<file path="config.mk">
export PLATFORM = sky130hd
export DESIGN_NAME = tick_ctrl
export DESIGN_NICKNAME = d
export VERILOG_FILES = /design/src/rtl/tick_ctrl_pkg.sv /design/src/rtl/tick_ctrl_half_period_cnt.sv /design/src/rtl/tick_ctrl.sv
export SDC_FILE = /design/constraint.sdc
export NUM_CORES = 1
export LEC_CHECK = 0
export BUFFER_PORTS_ARGS = -buffer_cell sky130_fd_sc_hd__buf_2
export CORE_MARGIN = 2
export CORE_UTILIZATION = 50
export CTS_CLUSTER_DIAMETER = 40
export DETAILED_ROUTE_END_ITERATION = 8
export GPL_TIMING_DRIVEN = 0
export PLACE_DENSITY = 0.69
export SKIP_LAST_GASP = 1
export SYNTH_ARGS = -nofsm -noshare
export SYNTH_HDL_FRONTEND = slang
export SYNTH_SLANG_ARGS = --single-unit
export TNS_END_PERCENT = 20
</file>
<file path="constraint.sdc">
create_clock -name board_clk -period 2.65 [get_ports board_clk]
set_input_delay 0.265 -clock board_clk [delete_from_list [all_inputs] [get_ports board_clk]]
set_output_delay 0.265 -clock board_clk [all_outputs]
set_load 0.005 [all_outputs]
</file>
<file path="src/rtl/tick_ctrl_pkg.sv">
// Shared types and defaults for the tick_ctrl clock divider.
package tick_ctrl_pkg;

  typedef enum logic [1:0] {
    ST_IDLE     = 2'd0,
    ST_RUN      = 2'd1,
    ST_STOPPING = 2'd2
  } tick_state_t;

  localparam int unsigned DEF_CLK_HZ   = 125_000_000;
  localparam int unsigned DEF_OUT_FREQ = 8;

  // Half-period minus one for a given board clock and output frequency.
  function automatic longint unsigned reset_half(input longint unsigned clk_hz,
                                                 input longint unsigned freq);
    return clk_hz / (2 * freq) - 1;
  endfunction

endpackage

</file>
<file path="src/rtl/tick_ctrl_half_period_cnt.sv">
// Half-period up-counter: wraps to zero and flags terminal when count reaches limit.
module half_period_cnt
  import tick_ctrl_pkg::*;
#(
  parameter int unsigned W = 32
) (
  input  logic         board_clk,
  input  logic         rstn,
  input  logic         enable,
  input  logic         clear,
  input  logic [W-1:0] limit,
  output logic         terminal
);

  logic [W-1:0] count_q, count_d;

  always_comb begin
    terminal = enable && !clear && (count_q == limit);
    count_d  = count_q;
    if (clear) begin
      count_d = '0;
    end else if (enable) begin
      count_d = terminal ? '0 : count_q + W'(1);
    end
  end

  always_ff @(posedge board_clk or negedge rstn) begin
    if (!rstn) begin
      count_q <= '0;
    end else begin
      count_q <= count_d;
    end
  end

endmodule

</file>
<file path="src/rtl/tick_ctrl.sv">
// Programmable square-wave generator with clean stop and glitch-free reconfiguration.
// Optional tick counter enabled by defining TICK_CTRL_CNT_EN.
//
// state       | meaning
// ST_IDLE     | clk_out held low, config loads directly into half register
// ST_RUN      | dividing; new config parked as pending until the next terminal count
// ST_STOPPING | still dividing; exits on the terminal count that drives clk_out low
module tick_ctrl
  import tick_ctrl_pkg::*;
#(
  parameter int unsigned CLK_HZ       = DEF_CLK_HZ,
  parameter int unsigned DEFAULT_FREQ = DEF_OUT_FREQ,
  parameter int unsigned CNT_W        = 32
) (
  input  logic             board_clk,
  input  logic             rstn,
  input  logic             start,
  input  logic             stop,
  input  logic             cfg_valid,
  input  logic [CNT_W-1:0] cfg_half,
  output logic             cfg_ready,
  output logic             clk_out,
  output logic             tick,
  output logic             running
`ifdef TICK_CTRL_CNT_EN
  ,
  input  logic             tick_cnt_clr,
  output logic [15:0]      tick_cnt
`endif
);

  localparam logic [CNT_W-1:0] HALF_RST = CNT_W'(reset_half(CLK_HZ, DEFAULT_FREQ));

  tick_state_t      state_q, state_d;
  logic [CNT_W-1:0] half_q, half_d;
  logic [CNT_W-1:0] pend_val_q, pend_val_d;
  logic             pend_q, pend_d;
  logic             clk_out_q, clk_out_d;
  logic             tick_q, tick_d;
  logic             running_q, running_d;
  logic             cfg_ready_q, cfg_ready_d;

  logic cfg_acc;
  logic start_go;
  logic cnt_en;
  logic terminal;

  assign cfg_acc  = cfg_valid && cfg_ready_q;
  // A simultaneous stop cancels the start request.
  assign start_go = (state_q == ST_IDLE) && start && !stop;
  assign cnt_en   = (state_q != ST_IDLE);

  half_period_cnt #(
    .W(CNT_W)
  ) u_cnt (
    .board_clk (board_clk),
    .rstn      (rstn),
    .enable    (cnt_en),
    .clear     (start_go),
    .limit     (half_q),
    .terminal  (terminal)
  );

  always_comb begin
    state_d    = state_q;
    half_d     = half_q;
    pend_d     = pend_q;
    pend_val_d = pend_val_q;
    clk_out_d  = clk_out_q;
    tick_d     = 1'b0;

    case (state_q)
      ST_IDLE: begin
        if (cfg_acc) begin
          half_d = cfg_half;
        end
        if (start_go) begin
          state_d   = ST_RUN;
          clk_out_d = 1'b0;
        end
      end
      ST_RUN, ST_STOPPING: begin
        if (cfg_acc) begin
          pend_d     = 1'b1;
          pend_val_d = cfg_half;
        end
        if (terminal) begin
          clk_out_d = ~clk_out_q;
          tick_d    = 1'b1;
          if (pend_q) begin
            half_d = pend_val_q;
            pend_d = 1'b0;
          end
        end
        if (state_q == ST_RUN) begin
          if (stop) begin
            state_d = ST_STOPPING;
          end
        end else if (terminal && clk_out_q) begin
          state_d = ST_IDLE;
        end
      end
      default: begin
        state_d   = ST_IDLE;
        clk_out_d = 1'b0;
        pend_d    = 1'b0;
      end
    endcase

    running_d   = (state_d != ST_IDLE);
    cfg_ready_d = (state_d == ST_IDLE) || ((state_d == ST_RUN) && !pend_d);
  end

  always_ff @(posedge board_clk or negedge rstn) begin
    if (!rstn) begin
      state_q     <= ST_IDLE;
      half_q      <= HALF_RST;
      pend_q      <= 1'b0;
      pend_val_q  <= '0;
      clk_out_q   <= 1'b0;
      tick_q      <= 1'b0;
      running_q   <= 1'b0;
      cfg_ready_q <= 1'b1;
    end else begin
      state_q     <= state_d;
      half_q      <= half_d;
      pend_q      <= pend_d;
      pend_val_q  <= pend_val_d;
      clk_out_q   <= clk_out_d;
      tick_q      <= tick_d;
      running_q   <= running_d;
      cfg_ready_q <= cfg_ready_d;
    end
  end

  assign clk_out   = clk_out_q;
  assign tick      = tick_q;
  assign running   = running_q;
  assign cfg_ready = cfg_ready_q;

`ifdef TICK_CTRL_CNT_EN
  logic [15:0] tick_cnt_q, tick_cnt_d;

  // Counts completed tick cycles; clear beats start beats increment.
  always_comb begin
    tick_cnt_d = tick_cnt_q;
    if (tick_cnt_clr || start_go) begin
      tick_cnt_d = '0;
    end else if (tick_q) begin
      tick_cnt_d = tick_cnt_q + 16'd1;
    end
  end

  always_ff @(posedge board_clk or negedge rstn) begin
    if (!rstn) begin
      tick_cnt_q <= '0;
    end else begin
      tick_cnt_q <= tick_cnt_d;
    end
  end

  assign tick_cnt = tick_cnt_q;
`endif

endmodule

</file>
==> out/results.ini, run 1 <==
[floorplan]
start_util_pct = 51.7
num_rows = 37
die_area_sq_mm = 0.0115
pin_count = 41
fp.dieW_microns = 107
die_y_microns = 107
core_sq_mm = 0.0103

[global_route]
antenna_found_initial = 0
grt_usage_pct = 23.0
grt_max_degree = 54
grt_pass1_vias = 3981
grt_first_pass_wirelength_microns = 20400
gr-total-overflow = 0

[clock_network]
clockBufferDepth = 2
insertion_delay_ps = 390
cts_setup_buffers = 0
clock-root-buffer = clkbuf_8
cts_tree = built
cts_hold_buf = 1
cts.repair.resized = 0
cts_buffers = 9
clk_pin_slew_ps = 100
cts.sinks = 103
h-tree-depth = 3

[setup_path]
critical_path_peak_fanout = 10
required_ps = 2940
start_kind = flip-flop
cp.arrival_ps = 2730
crit_path_end_kind = flip-flop
path_class = reg -> reg
r2r_setup_slack_ps = 210

[synth]
post-synth-top-count-cell = dfrtp_1
synth_cell_types = 40
ys_warn_count = 0
mappedNetlistArea_sq_mm = 0.00533
yosysTopAreaCellShare_pct = 41.3
synth_flop_cell = dfrtp_1
yosys.area.top_type = dfrtp_1
synth_cells = 514
syn-num-nets = 556
yosys-top-cells-count = dfrtp_1, a31oi_1, nor2_1
ys_top_cells_by_area = dfrtp_1, dfstp_2, mux2_2
async_reset_ff_share_pct = 100
avgSynthCellArea_sq_um = 10.4
ys_ff_latch = 103
yosysSeqAreaShare_pct = 48.7
synth_edf_count = 0

[timing]
worst-slew-pin-transition_ps = 744
rsz0062_at_grt = false
clock.fmax_mhz = 409
clock_skew_ps = 8.86
setup_viol_count_final = 0
final.setup.tns_ps = 0
finalCritPeriodShare_pct = 92.2
final_hold_viol_count = 0
slew_violations = 0
relSlewSlack_pct = 50.4
finalCriticalPeriod_ps = 2440

[place]
dp_hpwl_microns = 9130
gp_congestion = 0.882
port_buffers = 40
placed_cell_area_sq_mm = 0.00573

[power]
leakage_nw = 2.66
pwr_density_cell_mw_per_mm2 = 1150
total_power_w = 0.00685
max-vdd-ir-drop_mv = 0.632

[drt]
met3_length_microns = 525
post_drt_wl_per_cell_microns = 17.3
viasPerCell = 5.67
via_count = 4017
routed_wirelength_microns = 12300
antenna_left = 0
first_pass_iters = 4
top_layer = met4
drc = 0
met2WireLength_microns = 5780
wl_met1_microns = 5800
drt_iter0_drc = 146

[status]
status = completed

[layout]
final_nets = 609
antenna_cells = 0
final_area_sq_mm = 0.00594
areaGrowthSynthToFinish_pct = 11.4
drive_gt1_share_pct = 21.3

[run]
drv.max_cap_violation_count = 0

[min_path]
hold_path_class = in -> reg

[cells by family (layout without fill, tap and decap cells)]
| family | after synthesis | after routing | share of synthesized area [%] |
|---|---|---|---|
| DFF | 103 | 103 | 48.7 |
| adders and majority gates | 5 | 5 | 1.17 |
| buffers and inverters | 70 | 128 | 5.70 |
| and+or+nand+nor | 131 | 131 | 13.0 |
| xor gates and xnor gates | 43 | 43 | 7.06 |
| muxes | 34 | 34 | 7.16 |
| AOI/OAI and AO/OA | 128 | 128 | 17.2 |
[worst max-delay path, stage by stage (launching register included)]
cell	delay, ps
dfrtp_1	460
xor2_1	170
nor4_1	510
and4_1	280
and4_1	180
buf_2	190
buf_4	210
a31oi_1	130
o22a_1	210
[through the flow]
stage               hold slack (ps)  utilization, %  setup WS [ps]  cells
floorplan                     -30.6               -            681    514
global placement                486            55.2            174    690
detailed placement              339            55.5            244    691
CTS                            96.2            57.6            218    708
global route                    112            57.6           67.6    708
finish                          118            57.6            206    708
[power by group]
group	internal (W)	switching, W
Combinational	0.00136	0.00165
Clock	0.000429	0.000572
Sequential	0.00231	0.000536
[cell usage in the layout (no fill, tap or decap), types with 8 or more instances in the layout]
master    Yosys  final
clkbuf_8      0     12
nand2_1      15     15
a21oi_1      13     13
o22a_1       32     32
clkbuf_1     19     19
a22o_1       15     15
dfstp_2      15     15
xnor2_1      11     11
inv_1        39     39
nand2b_1      8      8
nand3_1      15     15
nand4_1      11     11
mux2_2       33     33
and3_1       10     10
xor2_1       32     32
a31oi_1      48     48
nor2_1       43     43
dfrtp_1      88     88
o21ai_0       9      9
buf_2         6     45
[sequential cells by signal (all words and copies together), names as in the netlist]
signal,cells
u_cnt.count_q,32
pend_val_q,32
pend_q,1
cfg_ready,1
half_q,32
state_q,2
tick,1
clk_out,1
running,1
[metal layers]
metal  vias to the layer above  GRT usage (%)
met5                         -              0
met4                         0           5.29
met3                        10           5.33
met2                        70           36.9
met1                      1971           31.7
li1                       1966              -
[final timing paths]
path | start | to | depth (start not counted)
setup / recovery | u_cnt.count_q[0] | half_q[14] | 8
hold / removal | cfg_half[2] | pend_val_q[2] | 2
setup reg to reg | u_cnt.count_q[0] | half_q[14] | 8
hold reg to reg | pend_val_q[26] | pend_val_q[26] | 1
max in group asynchronous | rstn | half_q[13] | 3
min in group asynchronous | rstn | pend_q | 2
[area by class of cell]
| cell class | count | area [sq um] |
|---|---|---|
| clock inverter | 4 | 33.8 |
| multi-input combinational | 341 | 2430 |
| clock buffer | 12 | 165 |
| tap | 136 | 170 |
| inverter | 39 | 146 |
| fill | 919 | 4380 |
| sequential | 103 | 2600 |
| buffer | 31 | 158 |
| timing repair buffer | 42 | 240 |
No activity file was read; power rests on OpenSTA's default activity.
==> inputs of run 2 (changes only) <==
==> constraint.sdc (replaced) <==
create_clock -name board_clk -period 2.65 [get_ports board_clk]
set_input_delay 0.3975 -clock board_clk [delete_from_list [all_inputs] [get_ports board_clk]]
set_output_delay 0.3975 -clock board_clk [all_outputs]
set_load 0.005 [all_outputs]
==> run 2 against run 1 <==
Effect of this change: core utilization decreased by 0.097 points; die area unchanged; worst setup slack better by 2.6 ps; clock skew barely moved; largest cell class unchanged.
==> out/results.ini, run 2 (synthesis results as in run 1) <==
[min_path]
hold_path_class = in -> async

[clock_network]
cts_tree = built
cts_hold_buf = 0  ; -1
cts.repair.resized = 0  ; unchanged
clock-root-buffer = clkbuf_8
clockBufferDepth = 2  ; unchanged
cts_setup_buffers = 0  ; unchanged
insertion_delay_ps = 390  ; about the same
cts.sinks = 103  ; unchanged
clk_pin_slew_ps = 100  ; about the same
cts_buffers = 9  ; unchanged
h-tree-depth = 3  ; unchanged

[timing]
finalCritPeriodShare_pct = 92.1  ; -0.097 points
clock.fmax_mhz = 410  ; +0.10%
relSlewSlack_pct = 50.0  ; -0.37 points
final_hold_viol_count = 0  ; unchanged
finalCriticalPeriod_ps = 2440  ; -2.56 ps
final.setup.tns_ps = 0  ; unchanged
whs_ps = 29.6  ; -88.1 ps
slew_violations = 0  ; unchanged
worst-slew-pin-transition_ps = 750  ; +5.60 ps
setup_viol_count_final = 0  ; unchanged
clock_skew_ps = 8.63  ; -0.229 ps
rsz0062_at_grt = false

[global_route]
antenna_found_initial = 0  ; unchanged
gr-total-overflow = 0  ; unchanged
grt_usage_pct = 23.0  ; unchanged
grt_pass1_vias = 3981  ; unchanged
grt_max_degree = 54  ; unchanged
grt_first_pass_wirelength_microns = 20400  ; unchanged

[run]
drv.max_cap_violation_count = 0  ; unchanged

[drt]
post_drt_wl_per_cell_microns = 17.3  ; +0.22%
routed_wirelength_microns = 12300  ; about the same
via_count = 3997  ; -0.50%
antenna_left = 0  ; unchanged
viasPerCell = 5.65  ; -0.36%
drc = 0  ; unchanged
drt_iter0_drc = 142  ; -2.7%
first_pass_iters = 5  ; +1

[status]
status = completed

[setup_path]
crit_path_end_kind = flip-flop
start_kind = flip-flop
path_class = reg -> reg
cp_common_cell = and4_1
cp_slowest_cell = nor4_1
path_delay_family = simple AND/OR/NAND/NOR gates
required_ps = 2940  ; about the same
critical_path_peak_fanout = 10  ; unchanged
crit_chain = xor2_1, nor4_1, and4_1, and4_1, buf_2, buf_4, a31oi_1, o22a_1
worst-path-stages = 8  ; unchanged
path_buf_inv = 2  ; unchanged
ff2ff_path_depth = 8  ; unchanged
cp.arrival_ps = 2730  ; about the same
cp_slowest_stage_delay_ps = 510  ; about the same

[floorplan]
num_rows = 37  ; unchanged
start_util_pct = 51.7  ; unchanged
die_y_microns = 107  ; unchanged
core_sq_mm = 0.0103  ; unchanged
die_area_sq_mm = 0.0115  ; unchanged
pin_count = 41  ; unchanged
fp.dieW_microns = 107  ; unchanged

[power]
leakage_nw = 2.66  ; -0.16%
pwr_density_cell_mw_per_mm2 = 1150  ; +0.16%
max-vdd-ir-drop_mv = 0.635  ; +0.43%

[layout]
fill_cells = 920  ; +0.11%
drive_gt1_share_pct = 21.4  ; +0.037 points
top_regs = half_q: 32 flops, pend_val_q: 32 flops, u_cnt.count_q: 32 flops
final_nets = 608  ; -0.16%
layout_common_cells = dfrtp_1, a31oi_1, buf_2
final_common_cell = dfrtp_1
antenna_cells = 0  ; unchanged
areaGrowthSynthToFinish_pct = 11.2

[place]
port_buffers = 40  ; unchanged
gp_congestion = 0.882  ; unchanged
dp_hpwl_microns = 9130  ; unchanged

## run 2: cell count changes in the layout (fill, tap and decap cells not counted), sizes merged
| cell | delta |
|---|---|
| dlygate4sd3 | -1 |
## run 2: final timing paths
path | to | start | slack, ps
worst max-delay path | half_q[14] | u_cnt.count_q[0] | 210
worst min register to register | pend_val_q[26] | pend_val_q[26] | 510
worst min-delay path | pend_q | rstn | 30
max in group asynchronous | half_q[10] | rstn | 1880
worst max register to register | half_q[14] | u_cnt.count_q[0] | 210
min in group board_clk | pend_val_q[2] | cfg_half[2] | 250
## run 2: area by class of cell
cell class | instances | area, sq um | share of cell area [%]
Buffer | 31 | 158 | 2.66
Clock buffer | 12 | 165 | 2.78
Clock inverter | 4 | 33.8 | 0.570
Inverter | 39 | 146 | 2.47
Multi-Input combinational cell | 341 | 2430 | 41.0
Sequential cell | 103 | 2600 | 43.8
Tap cell | 136 | 170 | 2.87
Timing Repair Buffer | 41 | 230 | 3.88
## run 2: report_power, final
| part | total, W | switching, W | internal [W] |
|---|---|---|---|
| sequential | 0.00284 | 0.000536 | 0.00231 |
| clock | 0.00100 | 0.000571 | 0.000429 |
| combinational | 0.00300 | 0.00165 | 0.00136 |
## run 2: metal layers
metal	part of all wire (%)	track usage, %	vias to the layer above
met2	47	36.9	73
li1	-	-	1959
met1	47	31.7	1955
met5	0	0	-
met4	1.2	5.29	0
met3	4.5	5.39	10
## run 2: through the flow
stage	instances	setup slack, ps	utilization [%]	total power (W)	area, sq um
floorplan	514	681	-	0.00502	5330
global placement	690	41.6	55.2	0.00575	5700
detailed placement	691	244	55.5	0.00588	5730
CTS	707	218	57.5	0.00689	5930
global route	707	67.6	57.5	0.00734	5930
finish	707	208	57.5	0.00684	5930
==> inputs of run 3 (changes only) <==
PLACE_DENSITY = 0.68   (was 0.69)
==> run 3 against run 2 <==
Effect of this change: core utilization shrank 0.33 points; total power fell by 1.4%; clock power shrank 10%; worst setup slack improved by 3.0 ps; fmax is 0.12% higher; global-route usage increased by 0.13 points; die area stayed put; critical path depth stayed put; clock skew grew 4.7 ps; largest cell class unchanged.
==> out/results.ini, run 3 (synthesis results as in run 1) <==
[status]
status = completed

[place]
dp_hpwl_microns = 9080  ; -0.53%
placedCellCount = 691  ; unchanged
post-place-ws_ps = 254  ; +9.62 ps
port_buffers = 40  ; unchanged
gp_congestion = 0.872  ; -1.1%

[layout]
finalNonFillerCells = 707  ; unchanged
antenna_cells = 0  ; unchanged
final_common_cell = dfrtp_1
layout_common_cells = dfrtp_1, a31oi_1, buf_2
finish.utilization_pct = 57.1  ; -0.33 points
drive_gt1_share_pct = 20.8  ; -0.53 points
final_nets = 608  ; unchanged
top_regs = half_q: 32 flops, pend_val_q: 32 flops, u_cnt.count_q: 32 flops
fill_cells = 917  ; -0.33%
areaGrowthSynthToFinish_pct = 10.6

[setup_path]
start_kind = flip-flop
r2r_setup_slack_ps = 210  ; about the same
required_ps = 2930  ; about the same
ff2ff_path_depth = 8  ; unchanged
r2r_start = half_q[0]
reg2reg_to = half_q[14]
critical_path_peak_fanout = 10  ; unchanged
path_class = reg -> reg
crit_start = half_q[0]
cp.arrival_ps = 2720  ; about the same
endpoint = half_q[14]
crit_path_end_kind = flip-flop

[clock_network]
cts_setup_buffers = 0  ; unchanged
h-tree-depth = 3  ; unchanged
clock-root-buffer = clkbuf_8
cts_hold_buf = 0  ; unchanged
cts_buffers = 9  ; unchanged
insertion_delay_ps = 390  ; about the same
cts.repair.resized = 0  ; unchanged
clk_pin_slew_ps = 100  ; about the same
clockBufferDepth = 2  ; unchanged
cts_tree = built
cts.sinks = 103  ; unchanged

[global_route]
antenna_found_initial = 0  ; unchanged
grt_usage_pct = 23.1  ; +0.13 points
gr-total-overflow = 0  ; unchanged
grt_pass1_vias = 4011  ; +0.75%
grt_first_pass_wirelength_microns = 20500  ; +0.44%
grt_max_degree = 58  ; +7.4%

[floorplan]
die_y_microns = 107  ; unchanged
core_sq_mm = 0.0103  ; unchanged
pin_count = 41  ; unchanged
start_util_pct = 51.7  ; unchanged
fp.dieW_microns = 107  ; unchanged
num_rows = 37  ; unchanged
die_area_sq_mm = 0.0115  ; unchanged

[timing]
final_hold_viol_count = 0  ; unchanged
finalCritPeriodShare_pct = 92.0  ; -0.11 points
rsz0062_at_grt = false
relSlewSlack_pct = 49.2  ; -0.75 points
final.setup.tns_ps = 0  ; unchanged
slew_violations = 0  ; unchanged
clock.fmax_mhz = 410  ; +0.12%
setup_viol_count_final = 0  ; unchanged
finalWorstSetupSlack_ps = 211  ; +2.96 ps
clock_skew_ps = 13.4  ; +4.73 ps
worst-slew-pin-transition_ps = 761  ; +11.3 ps
finalCriticalPeriod_ps = 2440  ; -2.96 ps
whs_ps = 17.5  ; -12.1 ps

[drt]
antenna_left = 0  ; unchanged
routed_wirelength_microns = 12400  ; +0.74%
via_count = 4082  ; +2.1%
first_pass_iters = 4  ; -1
drt_iter0_drc = 246  ; +73%
viasPerCell = 5.77  ; +2.1%
drc = 0  ; unchanged
post_drt_wl_per_cell_microns = 17.5  ; +0.74%

[power]
max-vdd-ir-drop_mv = 0.689  ; +8.5%
pwr_density_cell_mw_per_mm2 = 1140  ; -0.83%
leakage_nw = 2.64  ; -0.70%

[min_path]
hold_path_class = in -> async

[run]
drv.max_cap_violation_count = 0  ; unchanged

run 3: cell type report:
class                      count  area [sq um]  area share, %
sequential                   103          2600           44.0
multi-input combinational    341          2430           41.2
buffer                        31           158           2.67
clock buffer                  12           135           2.29
inverter                      39           146           2.48
clock inverter                 4          30.0          0.509
timing repair buffer          41           230           3.90
tap                          136           170           2.89
run 3: worst min-delay path by stage:
stage	end	cells after the start	start	slack, ps
3_5_place_dp	state_q[1]	1	rstn	450
3_3_place_gp	pend_val_q[10]	1	pend_val_q[10]	490
5_1_grt	pend_q	1	rstn	40
2_1_floorplan	clk_out	0	rstn	100
4_1_cts	pend_q	1	rstn	30
6_report	pend_q	1	rstn	20
run 3: where the power goes:
part | internal (W) | switching, W | total (W)
sequential | 0.00231 | 0.000533 | 0.00284
combinational | 0.00136 | 0.00166 | 0.00301
clock | 0.000348 | 0.000549 | 0.000898
total | 0.00401 | 0.00274 | 0.00675
run 3: worst max-delay path, cell delays in order, from the launching register on:
cell and delay (ps):
dfstp_2 560, xor2_1 70, nor4_1 470, and4_1 300, and4_1 190, buf_2 200
buf_4 200, a31oi_1 130, o22a_1 210
run 3: stage by stage:
step / cell area [sq um] / power (W)
6_report: 5900 / 0.00675
5_1_grt: 5900 / 0.00727
4_1_cts: 5900 / 0.00679
3_5_place_dp: 5730 / 0.00588
3_3_place_gp: 5700 / 0.00575
2_1_floorplan: 5330 / 0.00502
run 3: layer usage:
metal  vias up  GRT usage, %  share of wire [%]
met5         -             0                  0
met4         0          5.10                1.1
met3        12          5.39                5.3
met2       102          37.3                 48
li1       1962             -                  -
met1      2006          31.7                 46
